<file path="config.mk">
export PLATFORM = sky130hd
export DESIGN_NAME = sc_muxrr
export DESIGN_NICKNAME = d
export VERILOG_FILES = /design/src/rtl/sc_muxrr_pkg.sv /design/src/rtl/sc_rr_picker.sv /design/src/rtl/sc_muxrr.sv
export SDC_FILE = /design/constraint.sdc
export NUM_CORES = 1
export LEC_CHECK = 0
export BUFFER_PORTS_ARGS = -buffer_cell sky130_fd_sc_hd__buf_2
export CELL_PAD_IN_SITES_DETAIL_PLACEMENT = 1
export CELL_PAD_IN_SITES_GLOBAL_PLACEMENT = 2
export CORE_UTILIZATION = 29
export DETAILED_ROUTE_END_ITERATION = 8
export PLACE_DENSITY_LB_ADDON = 0.1
export SYNTH_ARGS = -nofsm -noshare
export SYNTH_HDL_FRONTEND = slang
export SYNTH_SLANG_ARGS = --single-unit
</file>
<file path="constraint.sdc">
create_clock -name SC_MUXRR_CLOCK_50 -period 11.7 [get_ports SC_MUXRR_CLOCK_50]
set_clock_uncertainty 0.2 [all_clocks]
set_input_delay 0.585 -clock SC_MUXRR_CLOCK_50 [delete_from_list [all_inputs] [get_ports SC_MUXRR_CLOCK_50]]
set_output_delay 0.585 -clock SC_MUXRR_CLOCK_50 [all_outputs]
set_load 0.05 [all_outputs]
</file>
<file path="src/rtl/sc_muxrr_pkg.sv">
// Shared definitions for the arbitrating multiplexer family: mode encoding
// and the rotated-priority search used by the round-robin picker.
package sc_muxrr_pkg;

    typedef enum logic {
        MODE_FIXED = 1'b0,
        MODE_RR    = 1'b1
    } mode_e;

    localparam int unsigned MAX_CHANNELS = 16;

    typedef struct packed {
        logic       found;
        logic [3:0] idx;
    } pick_t;

    // First set bit of req scanning ptr, ptr+1, ... modulo numCh.
    // ptr is always below numCh, so one conditional subtraction wraps it.
    function automatic pick_t rotPick(input logic [MAX_CHANNELS-1:0] req,
                                      input logic [3:0] ptr,
                                      input int unsigned numCh);
        pick_t      res;
        logic [4:0] k;
        res = '0;
        for (int unsigned i = 0; i < MAX_CHANNELS; i++) begin
            k = 5'(ptr) + 5'(i);
            if (k >= 5'(numCh)) begin
                k = k - 5'(numCh);
            end
            if ((i < numCh) && !res.found && req[k[3:0]]) begin
                res.found = 1'b1;
                res.idx   = k[3:0];
            end
        end
        return res;
    endfunction

endpackage

</file>
<file path="src/rtl/sc_rr_picker.sv">
// Combinational rotated-priority picker: returns the first requesting
// channel at or after the pointer, plus a flag saying whether any won.
module sc_rr_picker
    import sc_muxrr_pkg::*;
#(
    parameter int unsigned NUMBER_CHANNELS    = 8,
    parameter int unsigned NUMBER_SELECTWIDTH = 3
) (
    input  logic [NUMBER_CHANNELS-1:0]    request,
    input  logic [NUMBER_SELECTWIDTH-1:0] pointer,
    output logic [NUMBER_SELECTWIDTH-1:0] winner,
    output logic                          found
);

    pick_t pick;

    // Rotated-priority search over the request vector.
    always_comb begin
        pick = rotPick(MAX_CHANNELS'(request), 4'(pointer), NUMBER_CHANNELS);
    end

    assign winner = NUMBER_SELECTWIDTH'(pick.idx);
    assign found  = pick.found;

endmodule

</file>
<file path="src/rtl/sc_muxrr.sv">
// N-channel arbitrating multiplexer: fixed-select or round-robin winner,
// per-channel ack, one-deep registered output with valid/ready.
module sc_muxrr
    import sc_muxrr_pkg::*;
#(
    parameter int unsigned NUMBER_DATAWIDTH   = 8,
    parameter int unsigned NUMBER_CHANNELS    = 8,
    parameter int unsigned NUMBER_SELECTWIDTH = 3
) (
    input  logic                                        SC_MUXRR_CLOCK_50,
    input  logic                                        SC_MUXRR_RESET_InHigh,
    input  logic                                        SC_MUXRR_mode_In,
    input  logic [NUMBER_SELECTWIDTH-1:0]               SC_MUXRR_select_InBUS,
    input  logic [NUMBER_CHANNELS-1:0]                  SC_MUXRR_valid_InBUS,
    input  logic [NUMBER_CHANNELS*NUMBER_DATAWIDTH-1:0] SC_MUXRR_data_InBUS,
    output logic [NUMBER_CHANNELS-1:0]                  SC_MUXRR_ack_OutBUS,
    input  logic                                        SC_MUXRR_ready_In,
    output logic                                        SC_MUXRR_valid_Out,
    output logic [NUMBER_DATAWIDTH-1:0]                 SC_MUXRR_z_Out,
    output logic [NUMBER_SELECTWIDTH-1:0]               SC_MUXRR_channel_OutBUS
);

    logic [NUMBER_SELECTWIDTH-1:0] ptr;
    logic [NUMBER_SELECTWIDTH-1:0] rrIdx;
    logic                          rrFound;
    logic                          fixedFound;
    logic                          winFound;
    logic [NUMBER_SELECTWIDTH-1:0] winIdx;
    logic [NUMBER_DATAWIDTH-1:0]   winData;
    logic                          load;
    logic                          grant;
    logic                          validReg;
    logic [NUMBER_DATAWIDTH-1:0]   zReg;
    logic [NUMBER_SELECTWIDTH-1:0] chReg;

    sc_rr_picker #(
        .NUMBER_CHANNELS   (NUMBER_CHANNELS),
        .NUMBER_SELECTWIDTH(NUMBER_SELECTWIDTH)
    ) uPicker (
        .request(SC_MUXRR_valid_InBUS),
        .pointer(ptr),
        .winner (rrIdx),
        .found  (rrFound)
    );

    // Fixed-mode candidate; an out-of-range select matches no channel.
    always_comb begin
        fixedFound = 1'b0;
        for (int unsigned i = 0; i < NUMBER_CHANNELS; i++) begin
            if ((SC_MUXRR_select_InBUS == NUMBER_SELECTWIDTH'(i)) && SC_MUXRR_valid_InBUS[i]) begin
                fixedFound = 1'b1;
            end
        end
    end

    // Winner selection by mode, plus load/grant qualification.
    always_comb begin
        if (SC_MUXRR_mode_In == MODE_RR) begin
            winFound = rrFound;
            winIdx   = rrIdx;
        end else begin
            winFound = fixedFound;
            winIdx   = SC_MUXRR_select_InBUS;
        end
        load  = !validReg || SC_MUXRR_ready_In;
        grant = load && winFound && !SC_MUXRR_RESET_InHigh;
    end

    // Ack decode and winning data word.
    always_comb begin
        SC_MUXRR_ack_OutBUS = '0;
        winData             = '0;
        for (int unsigned i = 0; i < NUMBER_CHANNELS; i++) begin
            if (winIdx == NUMBER_SELECTWIDTH'(i)) begin
                winData = SC_MUXRR_data_InBUS[i*NUMBER_DATAWIDTH +: NUMBER_DATAWIDTH];
                if (grant) begin
                    SC_MUXRR_ack_OutBUS[i] = 1'b1;
                end
            end
        end
    end

    // Output stage and round-robin pointer.
    always_ff @(posedge SC_MUXRR_CLOCK_50) begin
        if (SC_MUXRR_RESET_InHigh) begin
            validReg <= 1'b0;
            zReg     <= '0;
            chReg    <= '0;
            ptr      <= '0;
        end else begin
            if (load) begin
                if (winFound) begin
                    validReg <= 1'b1;
                    zReg     <= winData;
                    chReg    <= winIdx;
                end else begin
                    validReg <= 1'b0;
                end
            end
            if (grant && (SC_MUXRR_mode_In == MODE_RR)) begin
                if (winIdx == NUMBER_SELECTWIDTH'(NUMBER_CHANNELS - 1)) begin
                    ptr <= '0;
                end else begin
                    ptr <= winIdx + NUMBER_SELECTWIDTH'(1);
                end
            end
        end
    end

    assign SC_MUXRR_valid_Out      = validReg;
    assign SC_MUXRR_z_Out          = zReg;
    assign SC_MUXRR_channel_OutBUS = chReg;

endmodule

</file>
==> impl_metrics.yaml <==
run_status:
  status: "finished clean"
floorplan:
  dieArea_sq_mm: 0.008687
  die_height_um: 93.21
  io_pins: 99
  rows: 32
  start_util_pct: 30.58
  die_w_um: 93.21
  coreArea_sq_mm: 0.007888
sta:
  tns_ns: 0
  fmax_mhz: 159.1
  period_share_pct: 53.71
  hold_viol: 0
  timing.final.max_slew_violations: 0
  setup_violations: 0
  relSlewSlack_pct: 46.78
  worstMarginPinSlew_ns: 0.7984
  fin_crit_ns: 6.284
  finalWorstSetupSlack_ns: 5.416
  rsz0062_at_grt: "no"
finish:
  final_layout_size_suffix_gt1_share_pct: 34.72
  nNetsFinal: 478
  final_cells: 488
  layout_commonest_cell: "buf_2"
  final_cell_mix: "98 x buf_2, 31 x a21oi_1, 31 x nand2_1"
  final_util_pct: 37.69
  diodes: 0
  area_delta_synth_final_pct: 23.24
synth:
  synth_top_cell_by_area: "dfxtp_1"
  syn_area_sq_mm: 0.002412
  syn_area_per_cell_sq_um: 7.935
  synthFlopType: "dfxtp_1"
  synth-edff-count: 0
  yosys_warnings: 0
  synthArstFlopShare_pct: 0
  netlist_instances: 304
  synth_top_area_share_pct: 12.45
  synth_area_leaders: "dfxtp_1 12%, mux4_2 12%, a21oi_1 6.4%"
  ys_seq_elements: 15
  synth_cell_type_count: 61
  synth_fp_nets: 395
  seq_area_frac_synth_pct: 12.45
power_and_ir_drop:
  power-per-cell-area_mw_per_mm2: 182.6
  vdd_ir_drop_max_uv: 91.21
  p_leak_nw: 1.271
cts:
  cts_resized: 0
  cts_hold_buf: 0
  clock_sinks: 15
  post-cts-setup-buffers: 0
  clk_path_buf_depth: 2
  clk_latency_ns: 0.25
  numCtsBuffers: 3
  cts-root-buf: "clkbuf_8"
  cts_tree: "yes"
  path_clk_slew_ns: 0.07
  htreeDepth: 1
routing:
  drc: 0
  drt_iter0_markers: 178
  vias: 2794
  drtAntennaViolNets: 0
  dr.pass1.iters: 4
  via_per_inst: 5.725
  totalWireLength_um: 8998
  routedWlPerCell_um: 18.44
setup_path:
  crit_top_cell: "ha_1"
  crit_chain: "inv_1 -> ha_1 -> mux4_2 -> mux2i_4 -> and2_2 -> nand3_4 -> or4_1 -> a32oi_1 -> mux2_2 -> ha_1 -> ha_1 -> and2_1 -> buf_2"
  crit_path_start_kind: "flop"
  cp-end-kind: "primary output"
  worst_ep_arrival_time_ns: 5.50
  path_class: "reg -> out"
  crit_buf_inv: 2
  slowest_stage: "dfxtp_1"
  r2r_slack_ns: 5.48
  crit_fanout: 22
  cp_top_family: "adder cells"
  worstPathRequired_ns: 10.92
  cpPeakStageDelay_ns: 0.79
grt:
  gr-total-overflow: 0
  grt_pass1_vias: 2761
  grt.total_usage_pct: 20.84
  grt_antenna_before_repair: 0
  grt_pass1_wl_um: 14260
  grt_max_degree: 44
place:
  place_hpwl_um: 7241
  dpl_worst_slack_ns: 5.484
  portBuffers: 98
  dp.cells: 484
  place.gp.congestion: 0.8778
run:
  drv_cap: 0
worst_hold_path:
  holdCritPathClass: "reg -> reg"
synth_stat cells (2+ instances only):
library cell,instances
and3_1,7
dfxtp_1,15
buf_4,4
or2_2,2
or3b_2,2
o22ai_1,11
nor2_1,30
ha_1,12
clkbuf_1,11
a221oi_1,7
mux2i_1,14
a22oi_1,15
nand3_1,2
a32oi_1,10
o21ai_1,5
a21boi_0,2
a222oi_1,5
a211o_1,2
a31oi_1,3
nor2b_1,8
buf_2,2
buf_6,2
mux4_2,13
inv_1,7
or3_1,2
buf_1,2
nand2b_1,2
nor3_1,2
o21ai_0,12
nand2_1,31
a21oi_1,31
mux2_2,2
per-stage QoR:
stage	instance area (sq um)	power, mW	hold slack, ns
detailed placement	2927	0.4980	0.2502
finish	2973	0.5428	0.2577
global route	2973	0.5894	0.2769
CTS	2973	0.5431	0.2592
global placement	2927	0.4984	0.2370
floorplan	2412	0.4010	0.4284
report_power, final:
part / internal [mW] / total (mW) / switching, mW / leakage (nW)
clock: 0.0236 / 0.0434 / 0.0198 / 0.0255
sequential: 0.0637 / 0.0779 / 0.0142 / 0.123
combinational: 0.156 / 0.421 / 0.266 / 1.12
path summary, 6_finish.rpt:
path,start,to,cells after the start
worst min-delay path,SC_MUXRR_z_Out[5]$_SDFFE_PP0P_,SC_MUXRR_z_Out[5]$_SDFFE_PP0P_,2
worst max-delay path,ptr[0]$_SDFFE_PP0P_,SC_MUXRR_ack_OutBUS[3],13
worst min register to register,SC_MUXRR_z_Out[5]$_SDFFE_PP0P_,SC_MUXRR_z_Out[5]$_SDFFE_PP0P_,2
worst max register to register,ptr[0]$_SDFFE_PP0P_,SC_MUXRR_z_Out[6]$_SDFFE_PP0P_,18
cell type report:
class                   instances  area (sq um)
clock buffers                   3         41.29
repair buffers                 99         498.0
inverters                       9         33.78
multi-input cells             259          1967
flip-flops and latches         15         300.3
well taps                     102         127.6
clock inverters                 1         5.005
fillers                       984          4915
metal layers:
layer	global-route usage, %	share of wire, %	vias to the layer above
met5	0	0	-
met4	4.359	1.5	0
met3	2.520	4.6	10
met2	32.23	45	76
met1	30.82	49	1353
li1	-	-	1355
cell families (layout without fill, tap and decap cells):
logic type | Yosys count | in the layout | synth area share (%)
adders and majority gates | 12 | 12 | 6.224
AOI/OAI and AO/OA | 115 | 115 | 33.20
xor gates and xnor gates | 2 | 2 | 0.7263
DFF | 15 | 15 | 12.45
muxes | 31 | 31 | 20.28
and+or+nand+nor | 99 | 99 | 21.11
buffers and inverters | 30 | 112 | 6.017
worst min-delay path: stages (launching register included):
cell and delay, ns:
dfxtp_1 0.31, nand2_1 0.05, o21ai_1 0.05
registers in the layout, indices dropped and copies added (netlist names):
| register | cells |
|---|---|
| SC_MUXRR_z_Out | 8 |
| SC_MUXRR_channel_OutBUS | 3 |
| ptr | 3 |
| SC_MUXRR_valid_Out | 1 |
(Power assumes the default switching activity.)
